File: config.mk
export PLATFORM = sky130hd
export DESIGN_NAME = mat_sub_scheduler
export DESIGN_NICKNAME = d
export VERILOG_FILES = /design/src/rtl/mat_sub_scheduler.sv
export SDC_FILE = /design/constraint.sdc
export NUM_CORES = 1
export LEC_CHECK = 0
export CAP_MARGIN = 20
export CORE_AREA = 3 3 158 160
export DETAILED_ROUTE_END_ITERATION = 12
export DIE_AREA = 0 0 161 163
export GPL_TIMING_DRIVEN = 0
export PLACE_DENSITY_LB_ADDON = 0.12
export RECOVER_POWER = 25
export SYNTH_ARGS = -nofsm -noshare
export SYNTH_HDL_FRONTEND = slang
export SYNTH_SLANG_ARGS = --single-unit
File: constraint.sdc
create_clock -name clk -period 2.8 [get_ports clk]
set_input_delay 0.84 -clock clk [delete_from_list [all_inputs] [get_ports clk]]
set_output_delay 0.84 -clock clk [all_outputs]
set_load 0.01 [all_outputs]
File: src/rtl/mat_sub_scheduler.sv
// mat_sub_scheduler: streams a SIZE_A x SIZE_B matrix of doubles through an
// external pipelined DP-FP subtractor (element - scale), one element per cycle,
// and writes each result back in row-major order LATENCY cycles later.
module mat_sub_scheduler #(
  parameter int SIZE_A  = 8,
  parameter int SIZE_B  = 8,
  parameter int LATENCY = 7,
  localparam int RW = (SIZE_A > 1) ? $clog2(SIZE_A) : 1,
  localparam int CW = (SIZE_B > 1) ? $clog2(SIZE_B) : 1
) (
  input  logic          clk,
  input  logic          rst,
  input  logic          start,
  input  logic [63:0]   scale,
  output logic [RW-1:0] rd_row,
  output logic [CW-1:0] rd_col,
  input  logic [63:0]   rd_data,
  output logic          sub_en,
  output logic [63:0]   sub_dataa,
  output logic [63:0]   sub_datab,
  input  logic [63:0]   sub_result,
  input  logic [3:0]    sub_flags,
  output logic          wr_en,
  output logic [RW-1:0] wr_row,
  output logic [CW-1:0] wr_col,
  output logic [63:0]   wr_data,
  output logic          busy,
  output logic          done,
  output logic          err
);

  typedef enum logic [1:0] {IDLE, RUN, DRAIN, DONE} state_t;

  state_t              state_reg, state_next;
  logic [RW-1:0]       issue_row_reg, wr_row_reg;
  logic [CW-1:0]       issue_col_reg, wr_col_reg;
  logic [63:0]         scale_reg;
  logic [LATENCY-1:0]  vld_reg, vld_next;
  logic                err_reg;
  logic                accept, issue, issue_last, write_last;
  logic                unused_flags;

  // Underflow and zero are informational only; they never raise err.
  assign unused_flags = ^{sub_flags[2], sub_flags[0]};

  assign issue_last = (issue_row_reg == RW'(SIZE_A - 1)) && (issue_col_reg == CW'(SIZE_B - 1));
  assign write_last = (wr_row_reg == RW'(SIZE_A - 1)) && (wr_col_reg == CW'(SIZE_B - 1));

  // The oldest in-flight slot lines up with the subtractor output.
  assign wr_en = vld_reg[LATENCY-1];

  // Shift-in value for the in-flight tracker: stage 0 takes this cycle's issue.
  for (genvar gi = 0; gi < LATENCY; gi++) begin : g_vld
    if (gi == 0) begin : g_head
      assign vld_next[gi] = issue;
    end else begin : g_tail
      assign vld_next[gi] = vld_reg[gi-1];
    end
  end

  // Next-state and per-state control decode.
  always_comb begin
    state_next = state_reg;
    accept     = 1'b0;
    issue      = 1'b0;
    sub_en     = 1'b0;
    busy       = 1'b1;
    done       = 1'b0;
    case (state_reg)
      IDLE: begin
        busy = 1'b0;
        if (start) begin
          accept     = 1'b1;
          state_next = RUN;
        end
      end
      RUN: begin
        sub_en = 1'b1;
        issue  = 1'b1;
        if (issue_last) state_next = DRAIN;
      end
      DRAIN: begin
        sub_en = 1'b1;
        if (wr_en && write_last && (vld_next == '0)) state_next = DONE;
      end
      DONE: begin
        done       = 1'b1;
        state_next = IDLE;
      end
      default: state_next = IDLE;
    endcase
  end

  // State register.
  always_ff @(posedge clk) begin
    if (rst) state_reg <= IDLE;
    else     state_reg <= state_next;
  end

  // In-flight tracker advances in lockstep with the subtractor clock enable.
  always_ff @(posedge clk) begin
    if (rst)         vld_reg <= '0;
    else if (sub_en) vld_reg <= vld_next;
  end

  // Issue/write row-major counters and the latched subtrahend.
  always_ff @(posedge clk) begin
    if (rst) begin
      issue_row_reg <= '0;
      issue_col_reg <= '0;
      wr_row_reg    <= '0;
      wr_col_reg    <= '0;
      scale_reg     <= '0;
    end else if (accept) begin
      issue_row_reg <= '0;
      issue_col_reg <= '0;
      wr_row_reg    <= '0;
      wr_col_reg    <= '0;
      scale_reg     <= scale;
    end else begin
      if (issue) begin
        if (issue_col_reg == CW'(SIZE_B - 1)) begin
          issue_col_reg <= '0;
          if (issue_row_reg != RW'(SIZE_A - 1)) issue_row_reg <= issue_row_reg + RW'(1);
        end else begin
          issue_col_reg <= issue_col_reg + CW'(1);
        end
      end
      if (wr_en) begin
        if (wr_col_reg == CW'(SIZE_B - 1)) begin
          wr_col_reg <= '0;
          if (wr_row_reg != RW'(SIZE_A - 1)) wr_row_reg <= wr_row_reg + RW'(1);
        end else begin
          wr_col_reg <= wr_col_reg + CW'(1);
        end
      end
    end
  end

  // Sticky error: overflow or NaN on any written result, cleared by a new pass.
  always_ff @(posedge clk) begin
    if (rst)                                       err_reg <= 1'b0;
    else if (accept)                               err_reg <= 1'b0;
    else if (wr_en && (sub_flags[3] | sub_flags[1])) err_reg <= 1'b1;
  end

  assign err       = err_reg;
  assign rd_row    = issue ? issue_row_reg : '0;
  assign rd_col    = issue ? issue_col_reg : '0;
  assign sub_dataa = issue ? rd_data : '0;
  assign sub_datab = scale_reg;
  assign wr_row    = wr_en ? wr_row_reg : '0;
  assign wr_col    = wr_en ? wr_col_reg : '0;
  assign wr_data   = sub_result;

endmodule

# --- Yosys cells after proc, flatten, opt, wreduce, memory -nomap -nowiden ---
# Cells that the tools add are included.
totals:
  ff_bits: 86
  latch_bits: 0
  ram_bits: 0
  romBits: 0
  output_inout_bits: 209
  elab_cells: 54
  mem_count: 0
classes:
  n_addsub: 4
  multipliers: 0
  div: 0
  n_lt_le_gt_ge: 0
  n_eq_ne: 12
  shifts: 0
  n_mux: 17
  bitwise: 1
  n_reduce_logical: 12
op_table:
  columns: ["operator", "count"]
  rows:
  - ["64-bit two-way mux", 1]
  - ["3-bit two-way mux", 6]
  - ["3-bit by 1-bit adder with 3-bit output, second input constant", 4]
  - ["3-bit == test, second input constant", 4]
  - ["3-bit AND reduction", 3]
  - ["2-bit one-hot mux with 4 select lines", 1]
  - ["7-bit logical NOT", 1]
  - ["1-bit two-way mux", 6]
  - ["2-bit two-way mux", 3]
  - ["2-bit inequality test, second input constant", 3]
  - ["3-bit inequality test, second input constant", 2]
  - ["1-bit logical AND", 5]
  - ["2-bit == test, second input constant", 2]
  - ["2-bit OR reduction", 2]
  - ["2-bit by 1-bit == test with 1-bit output, second input constant", 1]
  - ["2-bit logical NOT", 1]
  - ["1-bit OR", 1]

# --- Logic depth before layout (Yosys ltp) ---
depth:
  ltp_word: 6
  mapped_depth: 7

# --- Worst setup path before layout ---
# OpenSTA, ideal clock, no wires.
synth_timing:
  path_kind: "register -> output"
  from: "register state_reg[1]"
  to: "output rd_col[0]"
  arrival_time_ns: 1.331
  slack_ns: 0.629
  path_stages_with_launch: 6
  path_buffers: 2
  path_cell_list: "dfxtp_1 -> inv_1 -> ha_1 -> buf_1 -> clkbuf_1 -> and2_1"
synth_between:
  elab_chain_cells: 3
synth_rtl:
  columns: ["element", "line_no", "rtl"]
  rows:
  - ["start, declared", "34", "state_t state_reg, state_next;"]
  - ["start signal, assigned", "97", "else state_reg <= state_next;"]
  - ["2-bit by 1-bit == test with 1-bit output", "69", "case (state_reg)"]
  - ["1-bit two-way mux", "69", null]
  - ["net issue", "40", "logic accept, issue, issue_last, write_last;"]
  - ["3-bit two-way mux", "149", "assign rd_col = issue ? issue_col_reg : '0;"]
  - ["end, declared", "16", "output logic [CW-1:0] rd_col,"]
# The timed path passes the listed nets, and every way through them passes these cells.

# --- Final worst setup path ---
layout_timing:
  from: "input rd_data[28]"
  to: "output sub_dataa[28]"
layout_between:
  elab_chain_cells: 1
layout_rtl:
  columns: ["element", "line_no", "rtl"]
  rows:
  - ["start, declared", "17", "input logic [63:0] rd_data,"]
  - ["64-bit two-way mux", "150", "assign sub_dataa = issue ? rd_data : '0;"]
  - ["end, declared", "19", "output logic [63:0] sub_dataa,"]
# No other way between the ends.

==> results.md <==
- Vias in the first global route: 4477
- Synth Area in Compound Gates: under 10%
- Final instance area: about 8400 um2
- Yosys reg bits: 86
- RSZ-0062 raised after global routing: false
- H-tree levels: 3
- CP max stage cell: clkdlybuf4s50_1
- First-pass GRT wire length: about 26 mm
- Ys flop type: dfxtp_1
- Final max-slew violation count: 0
- Overflow after GRT: 0
- Normalized max-slew margin: 45.5%
- CP top delay family: buffers and inverters
- Final HPWL DP: 14.7 mm
- Crit path max fanout: 1
- Clock root buffer: clkbuf_16
- Area growth syn-to-layout: 101%
- Dominant cell type by area after synthesis: dfxtp_1
- GRT Util Overall: between 10% and 20%
- CP Class: input pin to primary output
- PD cells: 635 nW/um2
- Max stage delay on crit path: between 0.5 and 0.6 ns
- Final min period: 2.76 ns
- Via density: roughly 3.7
- Fin crit share: a little over nine tenths
- Worst EP required: 1.96 ns
- Clock Skews: 0.00384 ns
- Routed Antenna Nets: 0
- CP Buf/Inv Count: 2
- Hold Path Sink: err
- Clock slew at reported path FFs: 0.06 ns
- Arr. time, crit path: ~1.9 ns
- Via count: between 4000 and 5000
- Final Worst Setup Slack: 0.0357 ns
- VDD IR-drop max: roughly 0.26 mV
- CP endpoint kind: primary output
- Core footprint: 23500 um2
- IO buf count: 341
- Async SR Flop Fraction: 0%
- Multiplexer area fraction after synthesis: 4.32%
- Largest family of logic cells by synthesized area: simple AND/OR/NAND/NOR gates
- Least-Margin Pin Slew: 0.815 ns
- Worst reg2reg setup slack: 0.76 ns
- WL per Instance: 14.9 um
- Num Clock Sinks: 86
- Top Ports: 408
- Max-cap viol count: 0
- Yosys top cell area share: 41.3%
- Setup_tns: 0 ns
- Synth Net Count: 735
- Worst setup startpoint: rd_data[28]
- Final Util: 35.6%
- Die area: about 26000 um2
- Syn Area/Cell: around 8.0 um2
- Clock Latency Late Sink: about 0.34 ns
- Initial core utilization: 17.7%
- Status: complete, no violations
- Static leakage: 3.95 nW
- Mapped Area: around 4200 um2
- R2r endpoint: sub_datab[6]
- DRT Pass-1 Iters: 4
- Register area share after synthesis: 41.3%
- Syn Inst Count: 524
- Fin. Hold Viols: 0
- Post-Synth Simple-Gate Area: 26.7%
- Synth Area in XOR/XNOR: 0.420%
- TritonCTS buffer count: 9
- Synth cell types: 25
- Ratio of cells with drive above 1 in the final layout: a little under an eighth
- Min-Delay Startpoint: err
- Dominant cells by area after synthesis: dfxtp_1 (41%), nand2_1 (12%), buf_4 (12%)
- Die height: 163 um
- TritonCTS clock tree: built
- Largest net degree at the start of global routing: 15
- RePlAce Congestion: between 0.7 and 0.8
- Hold path depth: 2
- Die W: approximately 160 um
- # nets final: roughly 1100
- DRT iter0 DRCs: 138
- Setup Viol. Count Final: 0
- Detailed Route WL: 17.9 mm
- Clock buffer depth: 2
- Reg2reg path depth: 7
- Hold_buf cts: 0
- Crit start category: input pin
- Row count: 56
- Crit-path cells: clkdlybuf4s50_1 -> and2_1 -> clkdlybuf4s50_1
- HP Class: register to register
- DRC: 0
- Pre-CTS WS: -0.562 ns
- F_max: 362 MHz
- Post-synth EDFFs: 0
- Synth Area in Adders: 3.60%
- Initial antenna violation count: 2
- Synth Warn #: 0
- Worst r2r src: state_reg[0]
- Post-Place Cell Area: 7980 um2
- Flip-flop count of the largest register after layout: 64
- CP most frequent cell: clkdlybuf4s50_1
[synth_stat cells (2+ instances only)]
cell type and count:
a21oi_1 65, and2_1 76, buf_1 3, buf_2 7, buf_4 64, clkbuf_1 22
dfxtp_1 86, ha_1 12, inv_1 4, mux2i_1 18, nand2_1 129, nand2b_1 3
nand3b_1 2, nor2_1 21, xor2_1 2
[metal layers]
metal | GRT usage, % | wire length [um] | vias to the layer above
met1 | 14.2 | 6880 | 1938
li1 | - | - | 2315
met4 | 4.38 | 306 | 2
met5 | 0 | 13 | -
met2 | 21.6 | 8460 | 234
met3 | 6.71 | 2230 | 19
[report_power, final]
| group | internal [mW] | switching, mW |
|---|---|---|
| combinational | 1.28 | 1.20 |
| clock | 0.808 | 0.505 |
| sequential | 1.42 | 0.103 |
| total | 3.51 | 1.81 |
[worst max-delay path by stage]
stage,end,slack (ns),cells past startpoint
6_report,sub_dataa[28],0.04,3
2_1_floorplan,rd_col[0],0.63,5
5_1_grt,sub_dataa[28],0.004,3
4_1_cts,sub_dataa[13],0.007,6
3_5_place_dp,rd_col[1],-0.56,6
3_3_place_gp,sub_dataa[55],-0.56,6
[what timing repair did]
item | CTS | global route
pin swaps | 0 | 0
setup endpoints to repair | 70 | 22
setup buffers | 2 | 0
gates resized for setup | 74 | 25
[through the flow]
step	std cells	power, mW	hold WS (ns)
after global placement	1184	4.20	0.436
after detailed placement	1184	4.18	0.441
after global routing	1202	5.70	0.470
after floorplan	524	2.72	0.470
final	1203	5.32	0.445
after CTS	1202	5.54	0.452
[layout make-up]
cell class	instances	area [um2]
diodes	1	2.50
plain buffers	96	672
clock buffers	11	243
clock inverters	5	81.3
fillers	2570	15200
inverters	5	18.8
multi-input cells	337	1820
flip-flops and latches	86	1720
well taps	319	399
repair buffers	343	3410
[layout by cell type (no fill, tap or decap), drive strengths merged]
cell type	netlist	final
o21ai	1	1
buf	74	77
a21oi	65	65
diode	0	1
nor2	22	22
clkbuf	22	32
nand4	1	1
a211oi	1	1
dfxtp	86	86
a221o	1	1
nand2b	3	3
ha	12	12
clkdlybuf4s50	0	216
clkdlybuf4s15	0	1
nand2	129	129
dlymetal6s2s	0	17
a21boi	1	1
bufinv	0	2
dlygate4sd3	0	59
xor2	2	2
inv	5	6
clkinvlp	0	1
nor3	1	1
and2	76	76
nor4	1	1
nor4b	1	1
nand3b	2	2
dlygate4sd2	0	48
clkinv	0	1
mux2i	18	18
[kinds of logic (layout without fill, tap and decap cells)]
logic type	Yosys count	in the layout
xor gates and xnor gates	2	2
buffers and inverters	101	460
DFF	86	86
AOI/OAI and AO/OA	69	69
muxes	18	18
adders and majority gates	12	12
other	0	1
and+or+nand+nor	236	236
[worst min-delay path, delay by kind of cell (launching register included)]
family	cells	cell delay, ns
buf+inv	1	0.05
compound gates	1	0.05
flops	1	0.31
No activity file was read; power rests on OpenSTA's default activity.
